==> src/rtl/load_store_unit.sv <==
// -----------------------------------------------------------------------------
// load_store_unit
//
// Purpose: Sequences one memory request at a time from the execute stage onto
//   a word-wide, big-endian data memory. Loads take one read cycle. Full-word
//   stores take one write cycle. Byte and halfword stores read the word first
//   and write back the merged word. Misaligned addresses and illegal opcodes
//   go straight to a response with err set and never touch memory.
//
// Ports:
//   clk            in   1   rising-edge clock
//   reset          in   1   synchronous active-high reset
//   req_valid      in   1   request present
//   req_ready      out  1   request accepted when req_valid && req_ready
//   op             in   4   opcode, bit 3 = store (LB/LH/LW/LBU/LHU/SB/SH/SW)
//   addr           in  32   byte address (big-endian lanes)
//   wdata          in  32   store data, right-justified for SB/SH
//   rsp_valid      out  1   one-cycle response strobe
//   rdata          out 32   extended load result, 0 for stores and errors
//   err            out  1   misaligned or illegal request
//   busy           out  1   state is not IDLE
//   mem_address    out 32   word index {2'b00, addr[31:2]}
//   mem_write_data out 32   write word, 0 outside WR
//   mem_MemWrite   out  1   write enable (WR only)
//   mem_MemRead    out  1   read enable (RD only)
//   mem_read_data  in  32   combinational read word
// -----------------------------------------------------------------------------
// state | meaning
// IDLE  | ready for a request
// RD    | memory read cycle (loads, and the read half of SB/SH)
// WR    | memory write cycle (SW, and the write half of SB/SH)
// RSP   | one-cycle response strobe, then back to IDLE
// -----------------------------------------------------------------------------
module load_store_unit (
  input  logic        clk,
  input  logic        reset,
  input  logic        req_valid,
  output logic        req_ready,
  input  logic [3:0]  op,
  input  logic [31:0] addr,
  input  logic [31:0] wdata,
  output logic        rsp_valid,
  output logic [31:0] rdata,
  output logic        err,
  output logic        busy,
  output logic [31:0] mem_address,
  output logic [31:0] mem_write_data,
  output logic        mem_MemWrite,
  output logic        mem_MemRead,
  input  logic [31:0] mem_read_data
);

  typedef enum logic [1:0] {
    S_IDLE = 2'd0,
    S_RD   = 2'd1,
    S_WR   = 2'd2,
    S_RSP  = 2'd3
  } state_t;

  state_t state_q, state_d;

  // Only the parts of the request needed after acceptance are kept: the
  // opcode, the byte offset and the low halfword of store data (SW data is
  // consumed in the acceptance cycle itself).
  logic [3:0]  op_q, op_d;
  logic [1:0]  off_q, off_d;
  logic [15:0] wdata_lo_q, wdata_lo_d;

  logic        rsp_valid_q, rsp_valid_d;
  logic [31:0] rdata_q, rdata_d;
  logic        err_q, err_d;
  logic [31:0] mem_addr_q, mem_addr_d;
  logic [31:0] mem_wdata_q, mem_wdata_d;
  logic        mem_wr_q, mem_wr_d;
  logic        mem_rd_q, mem_rd_d;

  logic accept;
  logic req_err;

  // ---------------------------------------------------------------------------
  // Opcode helpers
  // ---------------------------------------------------------------------------
  function automatic logic op_legal(input logic [3:0] o);
    logic ok;
    case (o)
      4'b0000, 4'b0001, 4'b0011, 4'b0100, 4'b0101,
      4'b1000, 4'b1001, 4'b1011: ok = 1'b1;
      default:                   ok = 1'b0;
    endcase
    return ok;
  endfunction

  // op[1:0] encodes the access size: 00 byte, 01 halfword, 11 word.
  function automatic logic misaligned(input logic [3:0] o, input logic [1:0] off);
    logic m;
    case (o[1:0])
      2'b01:   m = off[0];
      2'b11:   m = (off != 2'b00);
      default: m = 1'b0;
    endcase
    return m;
  endfunction

  function automatic logic [31:0] load_extend(input logic [31:0] word,
                                              input logic [3:0]  o,
                                              input logic [1:0]  off);
    logic [7:0]  b;
    logic [15:0] h;
    logic [31:0] r;
    case (off)
      2'd0:    b = word[31:24];
      2'd1:    b = word[23:16];
      2'd2:    b = word[15:8];
      default: b = word[7:0];
    endcase
    h = off[1] ? word[15:0] : word[31:16];
    case (o[1:0])
      2'b00:   r = o[2] ? {24'h0, b} : {{24{b[7]}}, b};
      2'b01:   r = o[2] ? {16'h0, h} : {{16{h[15]}}, h};
      default: r = word;
    endcase
    return r;
  endfunction

  // Read-modify-write merge for SB (op[0]=0) and SH (op[0]=1).
  function automatic logic [31:0] store_merge(input logic [31:0] word,
                                              input logic [3:0]  o,
                                              input logic [1:0]  off,
                                              input logic [15:0] wd);
    logic [31:0] r;
    r = word;
    if (o[0]) begin
      if (off[1]) r[15:0]  = wd;
      else        r[31:16] = wd;
    end else begin
      case (off)
        2'd0:    r[31:24] = wd[7:0];
        2'd1:    r[23:16] = wd[7:0];
        2'd2:    r[15:8]  = wd[7:0];
        default: r[7:0]   = wd[7:0];
      endcase
    end
    return r;
  endfunction

  // ---------------------------------------------------------------------------
  // Handshake
  // ---------------------------------------------------------------------------
  assign req_ready = (state_q == S_IDLE) && !reset;
  assign accept    = req_valid && req_ready;
  assign req_err   = !op_legal(op) || misaligned(op, addr[1:0]);

  // ---------------------------------------------------------------------------
  // Next state
  // ---------------------------------------------------------------------------
  always_comb begin
    state_d = state_q;
    case (state_q)
      S_IDLE: begin
        if (accept) begin
          if (req_err)           state_d = S_RSP;
          else if (op == 4'b1011) state_d = S_WR;
          else                   state_d = S_RD;
        end
      end
      S_RD:    state_d = op_q[3] ? S_WR : S_RSP;
      S_WR:    state_d = S_RSP;
      default: state_d = S_IDLE;
    endcase
  end

  // ---------------------------------------------------------------------------
  // Registered outputs: everything is computed from the upcoming state so the
  // memory strobes and the response are flops, aligned with the state itself.
  // ---------------------------------------------------------------------------
  always_comb begin
    op_d        = op_q;
    off_d       = off_q;
    wdata_lo_d  = wdata_lo_q;
    mem_addr_d  = mem_addr_q;
    rdata_d     = rdata_q;
    err_d       = err_q;
    rsp_valid_d = 1'b0;
    mem_rd_d    = (state_d == S_RD);
    mem_wr_d    = (state_d == S_WR);
    mem_wdata_d = 32'h0;

    if (accept) begin
      op_d       = op;
      off_d      = addr[1:0];
      wdata_lo_d = wdata[15:0];
      mem_addr_d = {2'b00, addr[31:2]};
    end

    if (state_d == S_WR) begin
      // SW arrives straight from IDLE; SB/SH arrive from RD with the read word.
      if (state_q == S_RD) mem_wdata_d = store_merge(mem_read_data, op_q, off_q, wdata_lo_q);
      else                 mem_wdata_d = wdata;
    end

    if (state_d == S_RSP) begin
      rsp_valid_d = 1'b1;
      if (state_q == S_IDLE) begin
        err_d   = 1'b1;
        rdata_d = 32'h0;
      end else if (state_q == S_RD) begin
        err_d   = 1'b0;
        rdata_d = load_extend(mem_read_data, op_q, off_q);
      end else begin
        err_d   = 1'b0;
        rdata_d = 32'h0;
      end
    end
  end

  always_ff @(posedge clk) begin
    if (reset) begin
      state_q     <= S_IDLE;
      op_q        <= 4'h0;
      off_q       <= 2'b00;
      wdata_lo_q  <= 16'h0;
      rsp_valid_q <= 1'b0;
      rdata_q     <= 32'h0;
      err_q       <= 1'b0;
      mem_addr_q  <= 32'h0;
      mem_wdata_q <= 32'h0;
      mem_wr_q    <= 1'b0;
      mem_rd_q    <= 1'b0;
    end else begin
      state_q     <= state_d;
      op_q        <= op_d;
      off_q       <= off_d;
      wdata_lo_q  <= wdata_lo_d;
      rsp_valid_q <= rsp_valid_d;
      rdata_q     <= rdata_d;
      err_q       <= err_d;
      mem_addr_q  <= mem_addr_d;
      mem_wdata_q <= mem_wdata_d;
      mem_wr_q    <= mem_wr_d;
      mem_rd_q    <= mem_rd_d;
    end
  end

  assign rsp_valid      = rsp_valid_q;
  assign rdata          = rdata_q;
  assign err            = err_q;
  assign busy           = (state_q != S_IDLE);
  assign mem_address    = mem_addr_q;
  assign mem_write_data = mem_wdata_q;
  assign mem_MemWrite   = mem_wr_q;
  assign mem_MemRead    = mem_rd_q;

endmodule

==> config.mk <==
export PLATFORM = sky130hd
export DESIGN_NAME = load_store_unit
export DESIGN_NICKNAME = d
export VERILOG_FILES = /design/src/rtl/load_store_unit.sv
export SDC_FILE = /design/constraint.sdc
export NUM_CORES = 1
export LEC_CHECK = 0
export CORE_MARGIN = 4
export CORE_UTILIZATION = 45
export CTS_CLUSTER_SIZE = 20
export DETAILED_ROUTE_END_ITERATION = 8
export PLACE_DENSITY = 0.9
export SKIP_LAST_GASP = 1
export SLEW_MARGIN = 20
export SYNTH_ARGS = -nofsm -noshare
export SYNTH_HDL_FRONTEND = slang
export SYNTH_SLANG_ARGS = --single-unit
==> constraint.sdc <==
create_clock -name clk -period 2.4 [get_ports clk]
set_input_delay 0.36 -clock clk [delete_from_list [all_inputs] [get_ports clk]]
set_output_delay 0.36 -clock clk [all_outputs]
set_load 0.05 [all_outputs]
==> flow_summary.yaml, run 1 <==
outcome:
  status: "finished, final reports clean"
drt:
  drt-initial-drc-count: 398
  drt-wirelength-per-cell_um: 17.7
  drc: 0
  dr.pass1.iters: 5
  routed_via_density: 5.34
  finalWirelength_um: 18200
  final_antenna_net_count: 0
  num_vias: 5504
clocking:
  tritoncts: "yes"
  worst_skew_pair.late_latency_ps: 420
  hold_buffers: 0
  cts-root-buf: "clkbuf_16"
  cts_made_buffers: 17
  cts_buffer_depth: 2
  post-cts-setup-buffers: 0
  cts_sinks: 122
  htreeDepth: 4
  clkSlewWorstSetupHoldPaths_ps: 60
  cts-resized-gates: 0
global_routing:
  antenna_found_initial: 0
  grt_pass1_wl_um: 28300
  grt_max_degree: 52
  grt_usage_pct: 25.4
  gr-total-overflow: 0
  grt_pass1_vias: 5388
final_layout:
  synthToLayoutAreaGrowth_pct: 50.9
  diodes: 0
  drive_gt1_share_pct: 9.85
  layout.nets: 957
sta:
  slew_violations: 0
  hold_ws_ps: 451
  fin_crit_ps: 2280
  worstMarginPinSlew_ps: 1020
  setup-violations-final: 0
  rsz0062_at_grt: "yes"
  max_freq_mhz: 439
  period_share_pct: 94.9
  clock_skew_ps: 6.93
  relSlewSlack_pct: 31.4
  hold_viol_final: 0
min_path:
  hold_end: "mem_address[28]"
  hold_start: "mem_address[28]"
  hold_class: "flop to flop"
  min_delay_path_depth: 2
worst_setup_path:
  r2r_slack_ps: 120
  critPathLaunchType: "flop"
  crit_buf_inv: 1
  end_kind: "flop"
  r2r_cells: 7
  crit_path_cell_trace: "inv_1 > ha_1 > nand3b_4 > or3_1 > and3_1 > or4b_1 > o32ai_1"
  cpMaxStageDelayCell: "or4b_1"
  critPathMaxFanout: 6
  required_ps: 2720
  cp_top_family: "simple AND/OR/NAND/NOR gates"
  cp_data_arrival_time_ps: 2600
  crit_type: "flop to flop"
  reg2reg_from: "state_q[1]"
  cpPeakStageDelay_ps: 580
  timing.rr.end: "rdata[9]"
floorplan:
  io_pins: 205
  num_rows: 40
  coreArea_mm2: 0.0121
  start_util_pct: 46.3
  die_h_um: 119
  die_w_um: 119
  dieArea_mm2: 0.0143
synth:
  yosysSeqAreaShare_pct: 43.7
  synthMuxAreaShare_pct: 12.3
  post_synth_and_or_nand_nor_area_fraction_pct: 21.9
  synthAdderAreaFrac_pct: 0.896
  synth_top_area_cell: "dfxtp_1"
  ys_seq_elements: 122
  syn_inst: 656
  synth_compound_area_share_pct: 15.8
  ys.flop_type: "dfxtp_1"
  synth_edf_count: 0
  synth_top_area_share_pct: 43.7
  synthArstFlopShare_pct: 0
  synth_cell_type_count: 45
  ys_top_cells_by_area: "dfxtp_1 44%, mux2i_1 11%, nand2_1 11%"
  synth-xor-area-share_pct: 0
  syn-mean-instance-area_um2: 8.51
  yosys_warnings: 0
  synth_top_family_by_area: "simple AND/OR/NAND/NOR gates"
  synth_area_mm2: 0.00558
power_and_ir_drop:
  cellLeakagePower_nw: 3.59
  ir_drop_uv: 773
  powerDensity_mw_per_mm2: 1170
  total_power_mw: 9.82
run:
  cap_violations: 0
place:
  port_buffers: 202
  gp_congestion: 1.00
  hpwl_um: 13300
[layout make-up]
class	instances	area (µm²)
clock buffers	23	468
clock inverters	9	120
fillers	909	3640
inverters	15	56.3
multi-input cells	463	2860
flip-flops and latches	122	2440
well taps	168	210
repair buffers	231	2270
[state kept, by name, indices dropped and copies added, names as in the netlist]
| name | count |
|---|---|
| mem_address | 30 |
| mem_write_data | 32 |
| rsp_valid | 1 |
| err | 1 |
| wdata_lo_q | 16 |
| off_q | 2 |
| mem_MemRead | 1 |
| rdata | 32 |
| op_q | 4 |
| mem_MemWrite | 1 |
| state_q | 2 |
[synthesized netlist by cell type (all sizes together), types with 2 or more instances]
library cell,instances
nand2b,3
nor3,9
dfxtp,122
nand3b,2
nand2,158
o32ai,6
nor2b,5
o21ai,5
buf,21
clkbuf,36
inv,15
a22o,3
ha,4
a21oi,23
mux2,2
a21o,16
a22oi,13
nor2,38
a32oi,2
mux2i,64
o311ai,2
a31oi,3
o2bb2ai,14
nand3,53
a211oi,16
o221ai,7
and3,3
[worst max path at each step]
stage,startpoint,end,slack (ps),depth (start not counted)
CTS,state_q[0],mem_write_data[0],90,8
detailed placement,addr[1],rdata[0],-160,8
floorplan,state_q[0],rdata[0],140,9
global placement,mem_read_data[15],rdata[26],-180,6
global route,state_q[0],mem_write_data[0],-1,8
finish,state_q[1],rdata[9],120,7
[per-layer routing]
layer / share of wire [%] / routed length [µm] / GRT usage, %
met5: 0 / 0 / 0
met4: 3.1 / 561 / 10.7
met3: 9.9 / 1810 / 9.92
met2: 47 / 8550 / 41.4
met1: 40 / 7300 / 29.6
[cells in the final DEF (no fill, tap or decap), types with 3 or more instances in the layout]
master             n
buf_12             3
clkinv_2           6
nor2_1            38
a22o_1             3
clkbuf_1           4
inv_1             14
ha_1               3
a21oi_1           22
mux2i_1           64
nor3_1             9
nand2b_1           3
clkdlybuf4s50_1  200
dfxtp_1          122
nand2_1          157
a211oi_2          13
nor2b_1            5
o2bb2ai_1         14
a21o_1            16
a22oi_1           13
o221ai_1           7
a211oi_1           3
nand3_1           53
clkbuf_16         17
and3_1             3
bufinv_16          3
o32ai_1            6
buf_4             28
o21ai_0            3
[worst min-delay path, stage by stage (launching register included)]
cell and delay, ps:
dfxtp_1 300, nand3_1 60, nand2_1 40
[metrics by stage]
step | utilization (%) | std cells | worst slack, ps | instance area (µm²) | TNS [ps]
after floorplan | - | 657 | 141 | 5590 | 0
after global placement | 64.9 | 999 | -178 | 7830 | -3920
after detailed placement | 65.0 | 999 | -163 | 7840 | -3830
after CTS | 69.8 | 1031 | 90.8 | 8420 | 0
after global routing | 69.8 | 1031 | -1.22 | 8420 | -1.22
final | 69.8 | 1031 | 123 | 8420 | 0
[report_power, final]
group / switching (mW) / leakage [nW] / internal [mW] / total [mW]
clock network: 0.884 / 0.294 / 1.67 / 2.56
logic: 2.88 / 2.30 / 1.72 / 4.60
registers: 0.216 / 0.995 / 2.44 / 2.66
[cells by family after synthesis]
| logic type | count (synthesis) |
|---|---|
| DFF | 122 |
| AOI/OAI and AO/OA | 112 |
| other | 1 |
| and+or+nand+nor | 278 |
| buffers and inverters | 72 |
| adders and majority gates | 4 |
| muxes | 67 |
No activity file was read; power rests on OpenSTA's default activity.
==> run 2: changes to the inputs <==
ABC_CLOCK_PERIOD_IN_PS = 2400   (was not set)
CTS_CLUSTER_DIAMETER = 50   (was not set)
PLACE_DENSITY = 0.87   (was 0.9)
==> flow_summary.yaml, run 2 (synthesized netlist as in run 1, its figures left out) <==
sta:
  finalSetupTns_ps: 0
  rsz0062_at_grt: "no"
  worstMarginPinSlew_ps: 1080
  period_share_pct: 91.2
  max_freq_mhz: 457
  relSlewSlack_pct: 27.8
  slew_violations: 0
  worst_slack_ps: 210
  clock_skew_ps: 5.54
  hold_viol_final: 0
  setup-violations-final: 0
  fin_crit_ps: 2190
worst_setup_path:
  crit_type: "flop to flop"
  endpoint: "rdata[9]"
  critPathMaxFanout: 6
  required_ps: 2720
  crit_buf_inv: 1
  end_kind: "flop"
  crit_start: "state_q[0]"
  cpPeakStageDelay_ps: 530
  r2r_slack_ps: 210
  reg2reg_from: "state_q[0]"
  r2r_cells: 7
  worst-path-stages: 7
  cp_top_family: "simple AND/OR/NAND/NOR gates"
  timing.rr.end: "rdata[9]"
  cpMaxStageDelayCell: "or4b_4"
  cp_data_arrival_time_ps: 2510
  crit_path_cell_trace: "inv_1 > ha_1 > nand3b_4 > or3_1 > and3_1 > or4b_4 > o32ai_1"
  critPathLaunchType: "flop"
place:
  hpwl_um: 13600
  gp_congestion: 0.936
  dp.cells: 1002
  port_buffers: 202
  post-place-ws_ps: -125
global_routing:
  grt_pass1_vias: 5578
  grt_pass1_wl_um: 29300
  antenna_found_initial: 0
  grt_usage_pct: 26.0
  gr-total-overflow: 0
  grt_max_degree: 49
clocking:
  cts_sinks: 122
  tritoncts: "yes"
  clkSlewWorstSetupHoldPaths_ps: 50
  worst_skew_pair.late_latency_ps: 410
  cts_buffer_depth: 2
  post-cts-setup-buffers: 0
  htreeDepth: 4
  cts_made_buffers: 17
  cts-root-buf: "clkbuf_16"
power_and_ir_drop:
  combPwrFrac_pct: 46.9
  p_seq_share_pct: 26.8
  total_power_mw: 9.96
  switching_share_pct: 40.1
  internal_power_mw: 5.97
  p_switching_mw: 3.99
  clockPowerShare_pct: 26.3
  ir_drop_uv: 703
  cellLeakagePower_nw: 3.63
  powerDensity_mw_per_mm2: 1170
floorplan:
  num_rows: 40
  dieArea_mm2: 0.0143
  coreArea_mm2: 0.0121
  start_util_pct: 46.3
  die_h_um: 119
  die_w_um: 119
  io_pins: 205
final_layout:
  drive_gt1_share_pct: 10.4
  layout.nets: 960
  synthToLayoutAreaGrowth_pct: 52.0
  multi_input_area_mm2: 0.00286
  nFillCells: 934
  stdcell_count: 1033
  final_common_cell: "clkdlybuf4s50_1"
  layout_common_cells: "200 x clkdlybuf4s50_1, 157 x nand2_1, 122 x dfxtp_1"
  regArea_mm2: 0.00244
  diodes: 0
drt:
  dr.pass1.iters: 5
  finalWirelength_um: 18500
  final_antenna_net_count: 0
  drt-initial-drc-count: 430
  num_vias: 5539
  drt-wirelength-per-cell_um: 17.9
  drc: 0
  routed_via_density: 5.36
min_path:
  hold_class: "flop to flop"
outcome:
  status: "finished, final reports clean"
run:
  cap_violations: 0
[run 2: changes by cell type in the layout (fill, tap and decap cells not counted)]
cell / delta
clkinv_2: -1
a21oi_2: -1
a21oi_1: +1
or4b_1: -1
buf_12: +1
or4b_4: +1
buf_4: +2
clkbuf_1: -3
clkbuf_8: +3
[run 2: area by class of cell]
type	instances	area share, %
Tap cell	168	2.48
Clock buffer	23	5.87
Inverter	15	0.664
Sequential cell	122	28.8
Timing Repair Buffer	234	27.2
Multi-Input combinational cell	463	33.7
Clock inverter	8	1.36
[run 2: worst min path at each step]
stage	to	depth (start not counted)	start
after detailed placement	mem_address[27]	2	mem_address[27]
after global placement	mem_address[3]	2	mem_address[3]
final	mem_address[11]	2	mem_address[11]
after CTS	mem_address[27]	2	mem_address[27]
after floorplan	wdata_lo_q[15]	2	wdata_lo_q[15]
after global routing	mem_address[18]	2	mem_address[18]
[run 2: timing repair]
action                     CTS  global route
hold buffers                 0             0
resized for setup            0             1
setup endpoints to repair    0             5
hold endpoints to repair     0             0
[run 2: per-layer routing]
layer	vias up	share of wire, %	track usage, %
li1	2666	-	-
met1	2513	39	30.5
met2	317	47	42.1
met3	43	11	8.83
met4	0	4.1	13.1
met5	-	0	0
[run 2: power groups by stage]
stage / Clock, mW / Combinational (mW) / Sequential (mW)
CTS: 2.66 / 4.66 / 2.67
detailed placement: 0 / 4.63 / 2.71
global placement: 0 / 4.58 / 2.69
finish: 2.62 / 4.67 / 2.67
floorplan: 0 / 2.02 / 3.77
global route: 2.76 / 4.94 / 2.72
[run 2: worst min-delay path, cell delays in order (launching register included)]
cell and delay (ps):
dfxtp_1 300, nand3_1 60, nand2_1 40
[run 2: per-stage QoR]
stage | util (%) | instance area, µm² | hold WS, ps
after floorplan | - | 5590 | 434
after CTS | 70.3 | 8480 | 452
after global routing | 70.3 | 8480 | 469
after global placement | 65.2 | 7870 | 440
after detailed placement | 65.2 | 7870 | 444
final | 70.3 | 8480 | 449
==> run 3: changes to the inputs <==
CTS_CLUSTER_DIAMETER = 40   (was 50)
==> results of run 3 <==
No change in the layout: final DEF, timing and power equal those of run 2.
